<file path="src/rtl/stopwatch_pkg.sv">
// Shared types, digit limits and the BCD step helper for the stopwatch path.
package stopwatch_pkg;

   typedef enum logic [1:0] {
      ST_IDLE  = 2'd0,
      ST_RUN   = 2'd1,
      ST_PAUSE = 2'd2
   } state_t;

   localparam int ONES_MAX = 9;
   localparam int TENS_MAX = 5;

   // Value a digit takes after the coming edge: hold, wrap at the limit, or +1.
   function automatic logic [3:0] bcd_next(input logic [3:0] q,
                                           input logic       en,
                                           input logic [3:0] max_v);
      logic [3:0] nxt;
      nxt = q;
      if (en) begin
         if (q == max_v) nxt = 4'd0;
         else            nxt = q + 4'd1;
      end
      return nxt;
   endfunction

endpackage

</file>
<file path="src/rtl/stopwatch_ctrl_bcd_digit_cnt.sv">
// Single BCD digit counter: counts 0..MAX on en, wraps to 0 and flags carry.
module bcd_digit_cnt #(
   parameter int MAX = 9,
   parameter int W   = 4
) (
   input  logic         clk,
   input  logic         rst,
   input  logic         en,
   input  logic         clr,
   output logic [W-1:0] q,
   output logic         carry
);

   localparam logic [W-1:0] L_MAX = W'(MAX);

   logic [W-1:0] r_q;

   // Digit register: clear wins over increment; wrap to zero past MAX.
   always_ff @(posedge clk or posedge rst) begin
      if (rst)             r_q <= '0;
      else if (clr)        r_q <= '0;
      else if (en) begin
         if (r_q == L_MAX) r_q <= '0;
         else              r_q <= r_q + W'(1);
      end
   end

   assign q     = r_q;
   assign carry = en && (r_q == L_MAX);

endmodule

</file>
<file path="src/rtl/stopwatch_ctrl.sv">
// Run/pause/clear controller with a four-digit BCD mm:ss count and a sticky
// alarm that rises when the count lands on the target time.
module stopwatch_ctrl
   import stopwatch_pkg::*;
#(
   parameter int ALM_M1 = 5,
   parameter int ALM_M0 = 9,
   parameter int ALM_S1 = 5,
   parameter int ALM_S0 = 3
) (
   input  logic       clk,
   input  logic       rst,
   input  logic       tick,
   input  logic       start_stop,
   input  logic       clear,
   output logic [3:0] nums_0_s,
   output logic [2:0] nums_1_s,
   output logic [3:0] nums_0_m,
   output logic [2:0] nums_1_m,
   output logic       running,
   output logic       alarm,
   output logic [1:0] dbg_state
);

   localparam logic [3:0] L_ONES = 4'(ONES_MAX);
   localparam logic [3:0] L_TENS = 4'(TENS_MAX);
   localparam logic [3:0] L_M1   = 4'(ALM_M1);
   localparam logic [3:0] L_M0   = 4'(ALM_M0);
   localparam logic [3:0] L_S1   = 4'(ALM_S1);
   localparam logic [3:0] L_S0   = 4'(ALM_S0);

   state_t     r_state;
   state_t     w_state_nxt;
   logic       w_inc;
   logic       r_running;
   logic       r_alarm;

   logic [3:0] w_s0;
   logic [2:0] w_s1;
   logic [3:0] w_m0;
   logic [2:0] w_m1;
   logic       w_c_s0, w_c_s1, w_c_m0, w_c_m1;

   logic [3:0] w_nx_s0, w_nx_s1, w_nx_m0, w_nx_m1;
   logic       w_nx_zero, w_nx_hit;

   // State register.
   always_ff @(posedge clk or posedge rst) begin
      if (rst) r_state <= ST_IDLE;
      else     r_state <= w_state_nxt;
   end

   // Next state (clear > start_stop) and the tick enable, gated by the current state only.
   always_comb begin
      w_state_nxt = r_state;
      w_inc       = 1'b0;
      if (r_state == ST_RUN && tick && !clear) w_inc = 1'b1;
      if (clear) begin
         w_state_nxt = ST_IDLE;
      end else if (start_stop) begin
         case (r_state)
            ST_IDLE:  w_state_nxt = ST_RUN;
            ST_RUN:   w_state_nxt = ST_PAUSE;
            ST_PAUSE: w_state_nxt = ST_RUN;
            default:  w_state_nxt = ST_IDLE;
         endcase
      end
   end

   // Registered running flag tracks the state being entered.
   always_ff @(posedge clk or posedge rst) begin
      if (rst) r_running <= 1'b0;
      else     r_running <= (w_state_nxt == ST_RUN);
   end

   bcd_digit_cnt #(.MAX(ONES_MAX), .W(4)) u_s0 (
      .clk(clk), .rst(rst), .en(w_inc),  .clr(clear), .q(w_s0), .carry(w_c_s0));
   bcd_digit_cnt #(.MAX(TENS_MAX), .W(3)) u_s1 (
      .clk(clk), .rst(rst), .en(w_c_s0), .clr(clear), .q(w_s1), .carry(w_c_s1));
   bcd_digit_cnt #(.MAX(ONES_MAX), .W(4)) u_m0 (
      .clk(clk), .rst(rst), .en(w_c_s1), .clr(clear), .q(w_m0), .carry(w_c_m0));
   bcd_digit_cnt #(.MAX(TENS_MAX), .W(3)) u_m1 (
      .clk(clk), .rst(rst), .en(w_c_m0), .clr(clear), .q(w_m1), .carry(w_c_m1));

   // Count the digits will hold after this edge, so alarm lines up with the display.
   always_comb begin
      w_nx_s0 = 4'd0;
      w_nx_s1 = 4'd0;
      w_nx_m0 = 4'd0;
      w_nx_m1 = 4'd0;
      if (!clear) begin
         w_nx_s0 = bcd_next(w_s0,         w_inc,  L_ONES);
         w_nx_s1 = bcd_next({1'b0, w_s1}, w_c_s0, L_TENS);
         w_nx_m0 = bcd_next(w_m0,         w_c_s1, L_ONES);
         w_nx_m1 = bcd_next({1'b0, w_m1}, w_c_m0, L_TENS);
      end
      w_nx_zero = (w_nx_s0 == 4'd0) && (w_nx_s1 == 4'd0) &&
                  (w_nx_m0 == 4'd0) && (w_nx_m1 == 4'd0);
      w_nx_hit  = (w_nx_s0 == L_S0) && (w_nx_s1 == L_S1) &&
                  (w_nx_m0 == L_M0) && (w_nx_m1 == L_M1);
   end

   // Sticky alarm: drops when the count returns to 00:00, rises on the target.
   always_ff @(posedge clk or posedge rst) begin
      if (rst)            r_alarm <= 1'b0;
      else if (w_nx_zero) r_alarm <= 1'b0;
      else if (w_nx_hit)  r_alarm <= 1'b1;
   end

   assign nums_0_s  = w_s0;
   assign nums_1_s  = w_s1;
   assign nums_0_m  = w_m0;
   assign nums_1_m  = w_m1;
   assign running   = r_running;
   assign alarm     = r_alarm;
   assign dbg_state = r_state;

   // The top-digit carry marks the 59:59 -> 00:00 wrap; nothing downstream uses it.
   logic w_unused;
   assign w_unused = w_c_m1;

endmodule

</file>
<file path="config.mk">
export PLATFORM = sky130hd
export DESIGN_NAME = stopwatch_ctrl
export DESIGN_NICKNAME = d
export VERILOG_FILES = /design/src/rtl/stopwatch_pkg.sv /design/src/rtl/stopwatch_ctrl_bcd_digit_cnt.sv /design/src/rtl/stopwatch_ctrl.sv
export SDC_FILE = /design/constraint.sdc
export NUM_CORES = 1
export LEC_CHECK = 0
export CAP_MARGIN = 20
export CORE_UTILIZATION = 61
export CTS_CLUSTER_SIZE = 12
export DETAILED_ROUTE_END_ITERATION = 8
export DONT_BUFFER_PORTS = 1
export PLACE_DENSITY = 0.77
export SYNTH_ARGS = -nofsm -noshare
export SYNTH_HDL_FRONTEND = slang
export SYNTH_SLANG_ARGS = --single-unit
</file>
<file path="constraint.sdc">
create_clock -name clk -period 3.6 [get_ports clk]
set_clock_uncertainty 0.1 [all_clocks]
set_input_delay 0.72 -clock clk [delete_from_list [all_inputs] [get_ports clk]]
set_output_delay 0.72 -clock clk [all_outputs]
set_load 0.02 [all_outputs]
</file>
# Word level (Yosys, flattened, before mapping)
# Index checks and enable logic that the tools add are counted.
[totals]
register_bits = 18
input_bits = 5
out_inout_bits = 18
elab_cells = 69
[classes]
addsub = 6
n_eq_ne = 11
n_mux = 24
n_reduce_logical = 21
[ops]
columns = ["op", "n"]
rows = [
  ["4-bit 2-to-1 mux", 12],
  ["3-bit 2-to-1 mux", 6],
  ["4-bit logical NOT", 4],
  ["4-bit equality test (second input constant)", 3],
  ["1-bit logical AND", 11],
  ["3-bit by 1-bit adder with 4-bit output (second input constant)", 2],
  ["4-bit by 1-bit adder with 4-bit output (second input constant)", 2],
  ["4-bit by 3-bit equality test with 1-bit output (second input constant)", 2],
  ["3-bit by 1-bit adder with 3-bit output (second input constant)", 2],
  ["3-bit equality test (second input constant)", 2],
  ["2-bit nonzero test", 3],
  ["2-bit by 1-bit equality test with 1-bit output (second input constant)", 2],
  ["4-bit by 2-bit equality test with 1-bit output (second input constant)", 1],
  ["2-bit 2-to-1 mux", 2],
  ["2-bit one-hot mux with 2 select lines", 1],
  ["1-bit 2-to-1 mux", 3],
  ["2-bit equality test (second input constant)", 1],
  ["2-bit logical NOT", 1],
  ["2-bit OR reduction", 1],
  ["1-bit logical NOT", 1],
]

# Logic depth before layout (Yosys ltp)
[logic_depth]
word_depth = 13
mapped_depth = 9
ltp_nobuf = 9

# Modules after synthesis
# From an unflattened synthesis, not the netlist that was laid out.
[hier_totals]
hier_cells = 128
area_unflattened_um2 = 1226.2
[modules_own_cells]
columns = ["module", "n_inst", "cells_per_inst", "area_each_um2", "seq_area_each_um2"]
rows = [
  ["bcd_digit_cnt at u_m0 ...", 2, 27, 245.2, 100.1],
  ["stopwatch_ctrl", 1, 48, 430.4, 100.1],
  ["bcd_digit_cnt at u_m1 ...", 2, 13, 152.6, 75.1],
]

# Worst setup path before layout
# No wires, ideal clock.
[synth_timing]
kind = "register to register"
start = "reg u_s0.r_q[0], in the netlist u_s0.q[0]"
end = "reg r_alarm, in the netlist alarm"
setup_time_ps = 104
t_arrival_ps = 2569
required_ps = 3396
slack_ps = 827
stages_incl_launch_ff = 8
path_buffers = 0
period_less_slack_ps = 2773
cell_sequence = "dfrtp_1 > ha_1 > nand4b_4 > nor4_1 > mux2i_1 > nor2_1 > or4_4 > o41ai_2"
[synth_between]
elab_chain_len = 9
word_cells_on_any_way = 30
cone_classes = "add/sub (1); eq/ne (5); mux (10); reduce/logical (14)"
[synth_rtl]
columns = ["element", "line", "source"]
rows = [
  ["start, declared", "stopwatch_ctrl_bcd_digit_cnt.sv:16", "logic [W-1:0] r_q;"],
  ["start signal, assigned", "stopwatch_ctrl_bcd_digit_cnt.sv:24", "else r_q <= r_q + W'(1);"],
  ["4-bit by 1-bit adder with 4-bit output or 4-bit equality test (tied branches)", "stopwatch_pkg.sv:21, stopwatch_pkg.sv:20, stopwatch_ctrl_bcd_digit_cnt.sv:29", ""],
  ["4-bit 2-to-1 mux or 1-bit logical AND (tied branches)", "stopwatch_pkg.sv:20, stopwatch_ctrl_bcd_digit_cnt.sv:29", ""],
  ["4-bit 2-to-1 mux or 1-bit logical AND (tied branches)", "stopwatch_pkg.sv:19, stopwatch_ctrl_bcd_digit_cnt.sv:29", ""],
  ["4-bit 2-to-1 mux, or another cell as far along", "-", ""],
  ["4-bit by 2-bit equality test with 1-bit output, or another cell as far along", "stopwatch_ctrl.sv:99", "w_nx_hit = (w_nx_s0 == L_S0) && (w_nx_s1 == L_S1) &&"],
  ["1-bit logical AND, or another cell as far along (2 in series)", "stopwatch_ctrl.sv:99", ""],
  ["1-bit logical AND, on equally long branches", "stopwatch_ctrl.sv:100, stopwatch_ctrl.sv:98", ""],
  ["2-bit nonzero test (no source line) or 1-bit 2-to-1 mux (tied branches)", "-", ""],
  ["end signal, assigned", "stopwatch_ctrl.sv:105", "if (rst) r_alarm <= 1'b0;"],
  ["end signal, assigned", "stopwatch_ctrl.sv:106", "else if (w_nx_zero) r_alarm <= 1'b0;"],
  ["end signal, assigned", "stopwatch_ctrl.sv:107", "else if (w_nx_hit) r_alarm <= 1'b1;"],
  ["end, declared", "stopwatch_ctrl.sv:36", "logic r_alarm;"],
]
# Parallel ways exist; a longest one is shown, timed or not.
# A chain may end at the register's enable or synchronous reset.

# Worst setup path after layout
# Ends and elaborated chain as after synthesis.

==> results.sh <==
export IMPL_status="complete, but fails checks"
export IMPL_violations="design-rule violations"
export IMPL_syn_nets=116
export IMPL_io_pins=23
export IMPL_netlist_area_leader_share_pct=41.5
export IMPL_grt_max_degree=22
export IMPL_clk_path_buf_depth=2
export IMPL_synthFlopType="dfrtp_1"
export IMPL_switching_power_mw=0.0819
export IMPL_min_period_ps=3110
export IMPL_ant_nets=0
export IMPL_wl_met3_um=160
export IMPL_holdBufCountCts=0
export IMPL_dp_hpwl_mm=1.59
export IMPL_core_area_um2=1580
export IMPL_finalNonFillerCells=126
export IMPL_ir_drop_uv=185
export IMPL_dr_pass1_iters=8
export IMPL_ys_types=36
export IMPL_rsz0062_at_grt="no"
export IMPL_start_util_pct=68.9
export IMPL_path_max_fanout=6
export IMPL_ys_warn_count=0
export IMPL_wl_per_cell_um=17.2
export IMPL_cts_buffers=3
export IMPL_drv_slew=0
export IMPL_ys_seq_area_share_pct=41.5
export IMPL_cp_data_arrival_time_ps=3180
export IMPL_die_area_um2=1950
export IMPL_setup_viol=0
export IMPL_synth_edf_count=0
export IMPL_switching_share_pct=24.5
export IMPL_fin_tns_setup_ps=0
export IMPL_crit_path_top_delay_cell="nor4_1"
export IMPL_grt_pass1_wl_mm=3.83
export IMPL_path_clk_slew_ps=100
export IMPL_drt_iter0_markers=25
export IMPL_post_route_drc_count=2
export IMPL_antenna_found_initial=0
export IMPL_num_rows=14
export IMPL_met1_length_um=971
export IMPL_crit_required_ps=3670
export IMPL_cp_cell_sequence="ha_1, nand4b_4, nor4_1, mux2i_1, nor2_1, or4_4, o21ai_1, o41ai_2"
export IMPL_top_layer="met4"
export IMPL_clockRootBuffer="clkbuf_4"
export IMPL_grt_overflow=0
export IMPL_postCtsSetupRepairBufs=0
export IMPL_cts_resized=0
export IMPL_h_tree_depth=1
export IMPL_setup_worst_path_start_class="register"
export IMPL_dp_cells=123
export IMPL_globalplace_congestion=0.826
export IMPL_clock_latency_ps=280
export IMPL_port_buffers=0
export IMPL_max_slew_worst_pin_slew_ps=724
export IMPL_path_delay_family="simple AND/OR/NAND/NOR gates"
export IMPL_total_leakage_power_nw=0.485
export IMPL_syn_area_um2=1090
export IMPL_dpl_instance_area_um2=1100
export IMPL_grt_usage_pct=26.6
export IMPL_timing_hold_ws_ps=312
export IMPL_yosys_top_cells_area="dfrtp_1 41%, mux2_2 4.1%, nor2_1 4.1%"
export IMPL_synth_avg_cell_area_um2=9.96
export IMPL_ys_ff_latch=18
export IMPL_num_antenna_cells=0
export IMPL_slowest_delay_ps=690
export IMPL_synth_top_cell_by_area="dfrtp_1"
export IMPL_viasPerCell=6.75
export IMPL_power_mw=0.334
export IMPL_area_growth_synth_to_final_pct=3.23
export IMPL_syn_inst=109
export IMPL_die_h_um=44.2
export IMPL_path_class="register to register"
export IMPL_hold_class="primary input to asynchronous set/reset pin"
export IMPL_final_core_util_pct=71.1
export IMPL_pre_cts_slack_ps=554
export IMPL_drive_above_1_share_pct=14.5
export IMPL_ys_async_sr_fraction_pct=100
export IMPL_max_slew_margin_pct=51.3
export IMPL_p_per_area_nw_per_um2=298
export IMPL_clock_sinks=18
export IMPL_final_nets=119
export IMPL_setup_slack_ps=489
export IMPL_route_final_wire_length_mm=2.17
export IMPL_cp_num_buf_inv=0
export IMPL_die_width_um=44.2
export IMPL_clockPowerShare_pct=29.8
export IMPL_grt_pass1_vias=816
export IMPL_tritoncts="yes"
export IMPL_p_int_mw=0.252
export IMPL_num_vias=851
export IMPL_drv_cap=0
export IMPL_seq_power_share_pct=64.8
export IMPL_endpoint_kind="register"
export IMPL_fmax_ghz=0.321
export IMPL_met2_length_mm=1.02
export IMPL_combPwrFrac_pct=5.4
export IMPL_final_area_um2=1120
export IMPL_fin_crit_sh_pct=86.4
export IMPL_hold_viol_final=0
cell usage in the layout, fill, tap and decap left out, drive strengths merged, types with 2 or more instances in the layout:
cell,netlist,final
inv,8,8
a21oi,6,6
mux2,5,5
nor4,5,5
nand2,3,3
mux2i,2,2
nand3,3,3
o21ai,6,6
nand4bb,3,3
nand4,2,2
nor2b,3,3
nor2,13,13
clkbuf,2,3
or3,5,5
dfrtp,18,18
xnor2,2,2
ha,2,2
nand3b,6,6
nand2b,3,3
layer usage:
metal,GRT usage [%],up-vias
met5,0,-
met4,6.67,0
met3,5.31,2
met2,37.4,35
met1,42.1,415
li1,-,399
power by group through the flow:
| stage | logic (mW) | registers, mW | clock network [mW] |
|---|---|---|---|
| floorplan | 0.0181 | 0.219 | 0 |
| global placement | 0.0180 | 0.220 | 0 |
| detailed placement | 0.0184 | 0.220 | 0 |
| CTS | 0.0185 | 0.216 | 0.100 |
| global route | 0.0210 | 0.218 | 0.108 |
| finish | 0.0181 | 0.216 | 0.0995 |
path summary, 6_finish.rpt:
path | from | to | slack [ps] | depth (start not counted)
max | u_s0.q[0]$_DFF_PP0_ | alarm$_DFFE_PP0P_ | 490 | 8
min | rst | alarm$_DFFE_PP0P_ | 310 | 1
max reg2reg | u_s0.q[0]$_DFF_PP0_ | alarm$_DFFE_PP0P_ | 490 | 8
min reg2reg | alarm$_DFFE_PP0P_ | alarm$_DFFE_PP0P_ | 570 | 2
max in group asynchronous | rst | u_m0.q[1]$_DFF_PP0_ | 2660 | 1
min in group clk | clear | dbg_state[0]$_DFF_PP0_ | 380 | 1
worst register-to-register path, stage by stage (launching register included):
cell and delay [ps]:
dfrtp_1 550, ha_1 330, nand4b_4 180, nor4_1 690, mux2i_1 260, nor2_1 70, or4_4 550, o21ai_1 180
o41ai_2 90
cell usage after synthesis (3+ instances only):
cell type and n:
dfrtp_1 18, nor2_1 12, inv_1 8, a21oi_1 6, nand3b_1 5, nor4_1 5, o21ai_0 5, or3_1 5
mux2_2 4, nand2_1 3, nand2b_1 3, nand3_1 3, nor2b_1 3
cell type report:
type,instances,area (um^2)
Sequential cell,18,450
Fill cell,120,455
Inverter,8,30.0
Tap cell,16,20.0
Clock buffer,3,22.5
Multi-Input combinational cell,81,598
flip-flops by register name, indices dropped and copies added, names as in the netlist:
name	cells
running	1
alarm	1
u_s1.q	3
u_m0.q	4
u_s0.q	4
dbg_state	2
u_m1.q	3
kinds of logic after synthesis:
group / after synthesis / share of synthesized area, %
AND/OR/NAND/NOR: 53 / 33.6
flip-flops: 18 / 41.5
multiplexers: 7 / 7.37
AO/OA/AOI/OAI: 17 / 10.1
adder cells (fa/ha/maj): 2 / 2.30
XOR/XNOR: 2 / 1.61
buffers and inverters: 10 / 3.46
No activity file was read; power rests on OpenSTA's default activity.
